--- config.mk ---
export PLATFORM = sky130hd
export DESIGN_NAME = fetch_stage
export DESIGN_NICKNAME = d
export VERILOG_FILES = /design/src/rtl/rvx10_pkg.sv /design/src/rtl/ifid_reg.sv /design/src/rtl/fetch_stage.sv
export SDC_FILE = /design/constraint.sdc
export NUM_CORES = 1
export LEC_CHECK = 0
export BUFFER_PORTS_ARGS = -buffer_cell sky130_fd_sc_hd__buf_2
export CAP_MARGIN = 5
export CORE_MARGIN = 1.5
export CORE_UTILIZATION = 47
export DETAILED_ROUTE_END_ITERATION = 16
export GPL_TIMING_DRIVEN = 0
export HOLD_SLACK_MARGIN = 0.1
export PLACE_DENSITY = 0.7
export SKIP_CTS_REPAIR_TIMING = 1
export SYNTH_ARGS = -nofsm -noshare
export SYNTH_HDL_FRONTEND = slang
export SYNTH_SLANG_ARGS = --single-unit
--- constraint.sdc ---
create_clock -name clk -period 10.7 [get_ports clk]
set_clock_uncertainty 0.15 [all_clocks]
set_input_delay 2.675 -clock clk [delete_from_list [all_inputs] [get_ports clk]]
set_output_delay 2.675 -clock clk [all_outputs]
set_load 0.05 [all_outputs]
--- src/rtl/rvx10_pkg.sv ---
// Shared fetch-stage constants and the fetch FSM state type.
package rvx10_pkg;

  localparam logic [31:0] RESET_PC  = 32'h0000_0000;
  localparam logic [31:0] NOP_INSTR = 32'h0000_0013;  // addi x0,x0,0

  typedef enum logic [2:0] {
    IDLE,
    REQ,
    WAIT,
    HOLD,
    DISCARD
  } fetch_state_t;

endpackage

--- src/rtl/ifid_reg.sv ---
// IF/ID pipeline register: a bubble beats a load, and with neither the contents hold.
module ifid_reg #(
  parameter logic [31:0] NOP_INSTR = rvx10_pkg::NOP_INSTR
) (
  input  logic        clk,
  input  logic        reset,
  input  logic        load_i,
  input  logic        bubble_i,
  input  logic [31:0] instr_i,
  input  logic [31:0] pc_i,
  input  logic [31:0] pc_plus4_i,
  output logic [31:0] instr_o,
  output logic [31:0] pc_o,
  output logic [31:0] pc_plus4_o,
  output logic        valid_o
);

  logic [31:0] instr_q;
  logic [31:0] pc_q;
  logic [31:0] pc_plus4_q;
  logic        valid_q;

  // NOTE: state is updated with non-blocking assignments so every register
  // samples the pre-edge values, independent of statement order.
  always_ff @(posedge clk) begin
    if (reset) begin
      instr_q    <= NOP_INSTR;
      pc_q       <= 32'h0;
      pc_plus4_q <= 32'h0;
      valid_q    <= 1'b0;
    end else if (bubble_i) begin
      // The PC fields are kept so ID still sees the last real PC.
      instr_q <= NOP_INSTR;
      valid_q <= 1'b0;
    end else if (load_i) begin
      instr_q    <= instr_i;
      pc_q       <= pc_i;
      pc_plus4_q <= pc_plus4_i;
      valid_q    <= 1'b1;
    end
  end

  assign instr_o    = instr_q;
  assign pc_o       = pc_q;
  assign pc_plus4_o = pc_plus4_q;
  assign valid_o    = valid_q;

endmodule

--- src/rtl/fetch_stage.sv ---
// Instruction fetch: one-outstanding-request FSM, PCF, a one-entry hold buffer
// for words that return while ID is stalled, and the IF/ID register.
module fetch_stage #(
  parameter logic [31:0] RESET_PC  = rvx10_pkg::RESET_PC,
  parameter logic [31:0] NOP_INSTR = rvx10_pkg::NOP_INSTR
) (
  input  logic        clk,
  input  logic        reset,
  input  logic        StallD,
  input  logic        FlushD,
  input  logic        PCSrcE,
  input  logic [31:0] PCTargetE,
  output logic        imem_req,
  output logic [31:0] imem_addr,
  input  logic        imem_valid,
  input  logic [31:0] imem_rdata,
  output logic [31:0] InstrD,
  output logic [31:0] PCD,
  output logic [31:0] PCPlus4D,
  output logic        ValidD
);

  import rvx10_pkg::*;

  fetch_state_t state_q;
  logic [31:0]  pc_q;
  logic         hold_valid_q;
  logic [31:0]  hold_instr_q;
  logic [31:0]  hold_pc_q;

  logic [31:0]  pc_plus4;
  logic         wait_hit;
  logic         hold_hit;
  logic         ifid_load;
  logic         ifid_bubble;
  logic [31:0]  ifid_instr;
  logic [31:0]  ifid_pc;

  assign pc_plus4 = pc_q + 32'd4;

  // A response in WAIT consumed by ID lets the next request go out in the same cycle.
  assign wait_hit  = (state_q == WAIT) && imem_valid;
  assign hold_hit  = (state_q == HOLD) && hold_valid_q;
  assign imem_req  = (state_q == REQ) || (wait_hit && !StallD && !PCSrcE);
  assign imem_addr = (state_q == WAIT) ? pc_plus4 : pc_q;

  always_ff @(posedge clk) begin
    if (reset) begin
      state_q      <= IDLE;
      pc_q         <= RESET_PC;
      hold_valid_q <= 1'b0;
    end else if (PCSrcE) begin
      pc_q         <= PCTargetE;
      hold_valid_q <= 1'b0;
      unique case (state_q)
        IDLE:    state_q <= REQ;
        REQ:     state_q <= DISCARD;
        WAIT:    state_q <= imem_valid ? REQ : DISCARD;
        HOLD:    state_q <= REQ;
        DISCARD: state_q <= imem_valid ? REQ : DISCARD;
        default: state_q <= IDLE;
      endcase
    end else begin
      unique case (state_q)
        IDLE:    state_q <= REQ;
        REQ:     state_q <= WAIT;
        WAIT: begin
          if (imem_valid && StallD) begin
            hold_valid_q <= 1'b1;
            state_q      <= HOLD;
          end else if (imem_valid) begin
            pc_q <= pc_plus4;
          end
        end
        HOLD: begin
          if (!StallD) begin
            hold_valid_q <= 1'b0;
            pc_q         <= pc_plus4;
            state_q      <= REQ;
          end
        end
        DISCARD: if (imem_valid) state_q <= REQ;
        default: state_q <= IDLE;
      endcase
    end
  end

  // NOTE: the hold payload is qualified by hold_valid_q, so it needs no reset.
  always_ff @(posedge clk) begin
    if (wait_hit && StallD && !PCSrcE) begin
      hold_instr_q <= imem_rdata;
      hold_pc_q    <= pc_q;
    end
  end

  // PCSrcE and FlushD both squash IF/ID, even over a stall.
  assign ifid_load   = !StallD && (wait_hit || hold_hit);
  assign ifid_bubble = PCSrcE || FlushD || (!StallD && !(wait_hit || hold_hit));
  assign ifid_instr  = hold_hit ? hold_instr_q : imem_rdata;
  assign ifid_pc     = hold_hit ? hold_pc_q : pc_q;

  ifid_reg #(
    .NOP_INSTR(NOP_INSTR)
  ) u_ifid_reg (
    .clk       (clk),
    .reset     (reset),
    .load_i    (ifid_load),
    .bubble_i  (ifid_bubble),
    .instr_i   (ifid_instr),
    .pc_i      (ifid_pc),
    .pc_plus4_i(ifid_pc + 32'd4),
    .instr_o   (InstrD),
    .pc_o      (PCD),
    .pc_plus4_o(PCPlus4D),
    .valid_o   (ValidD)
  );

endmodule

==> results of run 1 <==
## worst max-delay path, cell delays in order
cell,delay [ns]
buf_2,0.13
clkbuf_1,0.23
nor4_1,0.32
mux2i_1,0.11
nor2_1,0.10
buf_2,0.27
## layer usage
metal | global-route usage | wire (um) | vias up | part of all wire
li1 | - | - | 4344 | -
met1 | 0.438 | 15000 | 4440 | 0.45
met2 | 0.469 | 14700 | 472 | 0.44
met3 | 0.0503 | 2600 | 69 | 0.078
met4 | 0.116 | 966 | 0 | 0.029
met5 | 0 | 0 | - | 0
## cell type report
class | instances | share of cell area
Buffer | 104 | 0.0433
Clock buffer | 17 | 0.0360
Clock inverter | 15 | 0.0185
Inverter | 9 | 0.00286
Multi-Input combinational cell | 761 | 0.398
Sequential cell | 195 | 0.384
Tap cell | 270 | 0.0286
Timing Repair Buffer | 204 | 0.0892
## kinds of logic (layout without fill, tap and decap cells)
logic type | after synthesis | count (layout) | share of synthesized area
AND/OR/NAND/NOR | 476 | 476 | 0.239
flip-flops | 195 | 195 | 0.464
AO/OA/AOI/OAI | 183 | 183 | 0.143
buffers and inverters | 113 | 349 | 0.0557
XOR/XNOR | 68 | 68 | 0.0608
multiplexers | 33 | 33 | 0.0363
adder cells (fa/ha/maj) | 1 | 1 | 0.00128
## metrics by stage
| stage | TNS (ns) | cells | hold slack, ns | cell area, um2 |
|---|---|---|---|---|
| floorplan | 0 | 1069 | 0.253 | 9790 |
| global placement | -2.98 | 1537 | 0.255 | 11100 |
| detailed placement | 0 | 1543 | 0.258 | 11200 |
| CTS | 0 | 1575 | 0.275 | 11800 |
| global route | 0 | 1575 | 0.285 | 11800 |
| finish | 0 | 1575 | 0.275 | 11800 |
## power breakdown
part	switching, W	internal, W	total [W]
sequential	0.00000868	0.000775	0.000784
combinational	0.000130	0.0000524	0.000182
clock	0.000303	0.000399	0.000703
## cells in the final DEF (no fill, tap or decap), types with 19 or more instances in the layout
cell | synthesis | routed
a211oi_1 | 33 | 33
a311oi_1 | 44 | 44
buf_2 | 30 | 228
clkbuf_1 | 51 | 51
dfxtp_1 | 131 | 131
edfxtp_1 | 64 | 64
mux2i_1 | 22 | 22
nand2_1 | 152 | 152
nand3_1 | 50 | 50
nand4_1 | 24 | 24
nor2_1 | 125 | 125
nor3_1 | 32 | 31
nor4_1 | 19 | 19
o21ai_0 | 20 | 20
xnor2_1 | 41 | 41
xor2_1 | 27 | 27
## worst max path at each step
stage	from	to	depth (start not counted)
2_1_floorplan	PCSrcE	hold_instr_q[0]	3
3_3_place_gp	PCSrcE	hold_instr_q[11]	4
3_5_place_dp	PCSrcE	imem_req	6
4_1_cts	PCSrcE	imem_req	6
5_1_grt	PCSrcE	imem_req	6
6_report	PCSrcE	imem_req	6
## sequential cells by signal (all words and copies together), names as in the netlist
signal                 flops
hold_instr_q              32
hold_pc_q                 32
pc_q                      32
u_ifid_reg.instr_o        32
u_ifid_reg.pc_plus4_o     32
u_ifid_reg.pc_o           30
state_q                    3
hold_valid_q               1
u_ifid_reg.valid_o         1
==> qor_table.md, run 1 <==
| Step | Result | Reported |
|:---|:---|:---|
| min path | HP Start | pc_q[22] |
| power and ir drop | Worst voltage drop across the vdd grid | 96.1 uV |
| clock network | Cell at the root of the clock tree | clkbuf_16 |
| grt | Via count of the first global-routing pass | 8780 |
| worst setup path | Category of the worst setup path launch point | primary input |
| sta | Setup repair after global routing missed its margin | false |
| floorplanning | Die span in y | 147 um |
| logic synthesis | Top cell type by total area after synthesis | dfxtp_1 |
| grt | Wire length of the first global-routing pass | 51000 um |
| finish | Syn-to-layout area delta | 20.9% |
| logic synthesis | Portion of the post-synthesis area used by sequential elements | 0.464 |
| drt | Routed length per placed instance | 21.1 um |
| worst setup path | Kind of end point of the critical path | primary output |
| worst setup path | Top fanout value on the critical path | 10 |
| clock network | Clock Sinks | 195 |
| floorplanning | Std cell rows | 52 |
| finish | Ant diodes | 0 |
| clock network | Clk buf depth | 2 |
| sta | Achievable Freq | 0.150 GHz |
| worst setup path | Reg-to-reg slack, setup | 7.81 ns |
| grt | Antenna violations before repair | 0 |
| worst setup path | Setup CP Type | in2out |
| grt | Global-route usage over all layers | 0.308 |
| logic synthesis | Netlist Area Pre-Place | 9790 um2 |
| power and ir drop | Total power density per cell area | 141 nW/um2 |
| clock network | Clock insertion delay at the later pin of the skew report | 0.43 ns |
| grt | Maximum number of pins on one net before global-route repair | 19 |
| logic synthesis | Most area-consuming cells after synthesis | dfxtp_1 (27%), edfxtp_1 (20%), nand2_1 (5.8%) |
| drt | Post-route antenna net violation count | 0 |
| sta | Final Cycle Share | 0.622 |
| min path | Worst hold path type | reg2reg |
| drt | Violation count after the first detailed-route iteration | 883 |
| floorplanning | Die W | 147 um |
| clock network | TritonCTS clock tree | done |
| sta | Minimum clock period after layout | 6.65 ns |
| worst setup path | Arrival @ worst endpoint | 3.83 ns |
| placed design | Pre-CTS setup slack | 4.02 ns |
| floorplanning | Core area | 20300 um2 |
| logic synthesis | Share of synthesized registers carrying an async set or reset | 0 |
| finish | Multi-input gate area in the final layout | 4700 um2 |
| outcome | Outcome | completed |
| clock network | Inserted Clock Buffers | 17 |
| clock network | H-tree depth reported by CTS | 4 |
| min path | Sink of the worst hold path | hold_pc_q[22] |
| placed design | Final HPWL from detailed placement | 25400 um |
| finish | Combined flip-flop and latch cell area | 4540 um2 |
| finish | Count of fill cells added during filler insertion | 1875 |
| logic synthesis | Number of synthesized flops with an enable pin | 64 |
| worst setup path | Number of cell instances on the worst register-to-register path | 9 |
| logic synthesis | YS warnings | 0 |
| finish | Fraction of layout cells with a size suffix above 1 | 0.244 |
| floorplanning | I/O pins | 200 |
| finish | Final design utilization | 0.583 |
| min path | Hold-critical path depth | 0 |
| worst setup path | Startpoint of the most critical register-to-register path | state_q[2] |
| placed design | Weighted congestion at the end of routability-driven global placement | 0.956 |
| sta | Final-report max-slew violation count | 0 |
| placed design | Count of input and output buffers | 198 |
| sta | Final setup slack of the worst path | 4.05 ns |
| logic synthesis | Commonest register cell after synthesis | dfxtp_1 |
| logic synthesis | Number of nets produced by synthesis | 1140 |
| finish | Net count reported at finish | 1363 |
| sta | Max transition margin | 0.420 |
| worst setup path | Endpoint of the lowest-slack register-to-register path | hold_pc_q[29] |
| logic synthesis | Most instantiated library cell after synthesis | nand2_1 |
| logic synthesis | Netlist cell types | 78 |
| sta | Final Setup Violations | 0 |
| power and ir drop | Total Power Consumption | 0.00167 W |
| logic synthesis | Post-synthesis cell count | 1069 |
| logic synthesis | Yosys top cell area share | 0.268 |
| power and ir drop | Standby leakage power | 4.53 nW |
| floorplanning | Area enclosed by the die boundary | 21700 um2 |
| logic synthesis | Synthesized area divided by synthesized cell count | 9.16 um2 |
| drt | Number of optimization iterations in the first detailed-route pass | 5 |
| sta | Final hold violation count | 0 |
| floorplanning | Starting density of the core | 0.482 |
| flow run | Number of max-capacitance violations reported | 0 |
| grt | Grt ovf | 0 |
| worst setup path | WP data required | 7.88 ns |
| drt | Final WL | 33200 um |
| sta | Measured slew at the worst slew-check pin | 0.871 ns |
| logic synthesis | #FFs+latches synth | 195 |
| drt | Number of vias in the routed layout | 9325 |
| clock network | Clock transition at path regs | 0.07 ns |
| drt | Residual DRC count | 0 |
| drt | Number of vias per cell after detailed routing | 5.92 |
| logic synthesis | Commonest cells in the synthesized netlist | nand2_1 (152), dfxtp_1 (131), nor2_1 (125) |
(Power assumes the default switching activity.)
==> inputs of run 2 (changes only) <==
Clock period 10.7 ns to 6.7 ns, I/O delays scaled along.
==> qor_table.md, run 2 (synthesis gave the netlist of run 1 again) <==
| Step | Result | Reported |
|:---|:---|:---|
| clock network | Cell at the root of the clock tree | clkbuf_16 |
| clock network | Clock Sinks | 195 |
| sta | Final-report max-slew violation count | 0 |
| drt | Number of vias in the routed layout | 9330 |
| sta | Setup repair after global routing missed its margin | false |
| grt | Antenna violations before repair | 0 |
| sta | Final Setup Violations | 0 |
| sta | Final hold violation count | 0 |
| power and ir drop | Total power density per cell area | 222 nW/um2 |
| worst setup path | Number of cell instances on the worst register-to-register path | 8 |
| min path | Worst hold path type | reg2reg |
| placed design | Final HPWL from detailed placement | 25300 um |
| power and ir drop | Comb pwr share | 0.111 |
| worst setup path | Startpoint of the most critical register-to-register path | state_q[2] |
| power and ir drop | Switching power as a share of total power | 0.278 |
| clock network | Clock insertion delay at the later pin of the skew report | 0.44 ns |
| placed design | Pre-CTS setup slack | 1.95 ns |
| worst setup path | Arrival @ worst endpoint | 3.28 ns |
| grt | Met1 track demand over resource in global routing | 0.438 |
| power and ir drop | Worst voltage drop across the vdd grid | 137 uV |
| placed design | Weighted congestion at the end of routability-driven global placement | 0.971 |
| power and ir drop | NetSw | 0.000728 W |
| finish | Ant diodes | 0 |
| floorplanning | Area enclosed by the die boundary | 21700 um2 |
| worst setup path | Worst Setup SP | pc_q[3] |
| clock network | H-tree depth reported by CTS | 4 |
| power and ir drop | Part of the power in the clock network | 0.411 |
| drt | Post-route antenna net violation count | 0 |
| sta | Achievable Freq | 0.196 GHz |
| sta | Measured slew at the worst slew-check pin | 0.860 ns |
| worst setup path | Endpoint of the lowest-slack register-to-register path | hold_instr_q[10] |
| power and ir drop | Sequential fraction of design power | 0.478 |
| grt | Maximum number of pins on one net before global-route repair | 22 |
| worst setup path | Setup CP Type | reg2out |
| finish | Net count reported at finish | 1360 |
| finish | Fraction of layout cells with a size suffix above 1 | 0.243 |
| worst setup path | Kind of end point of the critical path | primary output |
| grt | Global route hottest layer | met2 |
| clock network | Clk buf depth | 2 |
| grt | Routing usage on met2 | 0.479 |
| grt | Grt ovf | 0 |
| drt | Violation count after the first detailed-route iteration | 972 |
| power and ir drop | Standby leakage power | 4.50 nW |
| worst setup path | WP data required | 4.88 ns |
| floorplanning | Die span in y | 147 um |
| finish | Commonest non-fill, non-tap cells in the layout | buf_2 (228), nand2_1 (152), dfxtp_1 (131) |
| finish | Syn-to-layout area delta | 20.4% |
| power and ir drop | Internal power summed over all cells | 0.00189 W |
| drt | Routed length per placed instance | 21.1 um |
| floorplanning | Die W | 147 um |
| clock network | Clock transition at path regs | 0.08 ns |
| worst setup path | Destination of the critical timing path | imem_addr[29] |
| drt | Number of vias per cell after detailed routing | 5.94 |
| outcome | Outcome | completed |
| worst setup path | Top fanout value on the critical path | 10 |
| sta | Final Cycle Share | 0.762 |
| sta | Final setup slack of the worst path | 1.59 ns |
| flow run | Number of max-capacitance violations reported | 0 |
| worst setup path | Reg-to-reg slack, setup | 3.85 ns |
| finish | Most common library cell in the layout ignoring fill and taps | buf_2 |
| grt | Wire length of the first global-routing pass | 50900 um |
| sta | Smallest hold slack | 0.280 ns |
| placed design | Count of input and output buffers | 198 |
| sta | Max transition margin | 0.427 |
| grt | GR met3 Demand/Resource | 0.0401 |
| sta | Minimum clock period after layout | 5.11 ns |
| floorplanning | Std cell rows | 52 |
| drt | Number of optimization iterations in the first detailed-route pass | 6 |
| floorplanning | I/O pins | 200 |
| grt | Global-route usage over all layers | 0.306 |
| worst setup path | Category of the worst setup path launch point | flop |
| grt | Via count of the first global-routing pass | 8748 |
| floorplanning | Starting density of the core | 0.482 |
| clock network | Inserted Clock Buffers | 17 |
| finish | Count of fill cells added during filler insertion | 1893 |
| drt | Residual DRC count | 0 |
| clock network | TritonCTS clock tree | done |
| drt | Final WL | 33200 um |
| floorplanning | Core area | 20300 um2 |
==> run 2: changes by cell type in the layout (fill, tap and decap cells not counted), moves of 2 or more <==
| cell | delta |
|---|---|
| buf_6 | -5 |
| inv_6 | +4 |
| buf_8 | +3 |
| bufinv_16 | -2 |
| clkinv_1 | -2 |
| clkinv_2 | +2 |
| clkinv_4 | -2 |
==> run 2: final cells by class <==
cell class	instances	area [um2]	area share
plain buffers	104	512	0.0434
clock buffers	17	425	0.0361
clock inverters	15	185	0.0157
inverters	9	33.8	0.00287
multi-input cells	761	4710	0.400
flip-flops and latches	195	4540	0.386
well taps	270	338	0.0287
repair buffers	201	1040	0.0879
==> run 2: per-layer routing <==
layer / vias to the layer above / share of wire
li1: 4342 / -
met1: 4461 / 0.44
met2: 482 / 0.45
met3: 45 / 0.084
met5: - / 0
met4: 0 / 0.022
==> run 2: worst min-delay path by stage <==
stage | cells past startpoint | slack, ns | start | end
final | 0 | 0.28 | pc_q[9] | hold_pc_q[9]
after global routing | 0 | 0.28 | pc_q[14] | hold_pc_q[14]
after CTS | 0 | 0.28 | pc_q[13] | hold_pc_q[13]
after detailed placement | 0 | 0.26 | pc_q[13] | hold_pc_q[13]
after global placement | 0 | 0.26 | pc_q[6] | hold_pc_q[6]
after floorplan | 0 | 0.25 | pc_q[13] | hold_pc_q[13]
==> run 2: power groups by stage <==
stage	Combinational (W)	Sequential [W]	Clock (W)
after detailed placement	0.000283	0.00128	0
after floorplan	0.000184	0.00128	0
final	0.000289	0.00125	0.00108
after global placement	0.000281	0.00128	0
after global routing	0.000307	0.00125	0.00112
after CTS	0.000285	0.00125	0.00107
==> run 2: stage by stage <==
stage	power (W)	utilization	instance area [um2]	instances	setup TNS [ns]
final	0.00262	0.580	11800	1572	0
after global routing	0.00268	0.580	11800	1572	0
after CTS	0.00261	0.580	11800	1572	0
after detailed placement	0.00156	0.550	11200	1540	0
after global placement	0.00156	0.548	11100	1537	-10.79
after floorplan	0.00146	-	9790	1069	0
==> run 2: critical path, stage by stage (launching register included) <==
cell      delay (ns)
dfxtp_1         0.37
clkbuf_1        0.37
and2_1          0.28
nand3_2         0.25
clkbuf_1        0.32
nor4_1          0.60
nand3_1         0.18
xnor2_1         0.19
buf_2           0.29
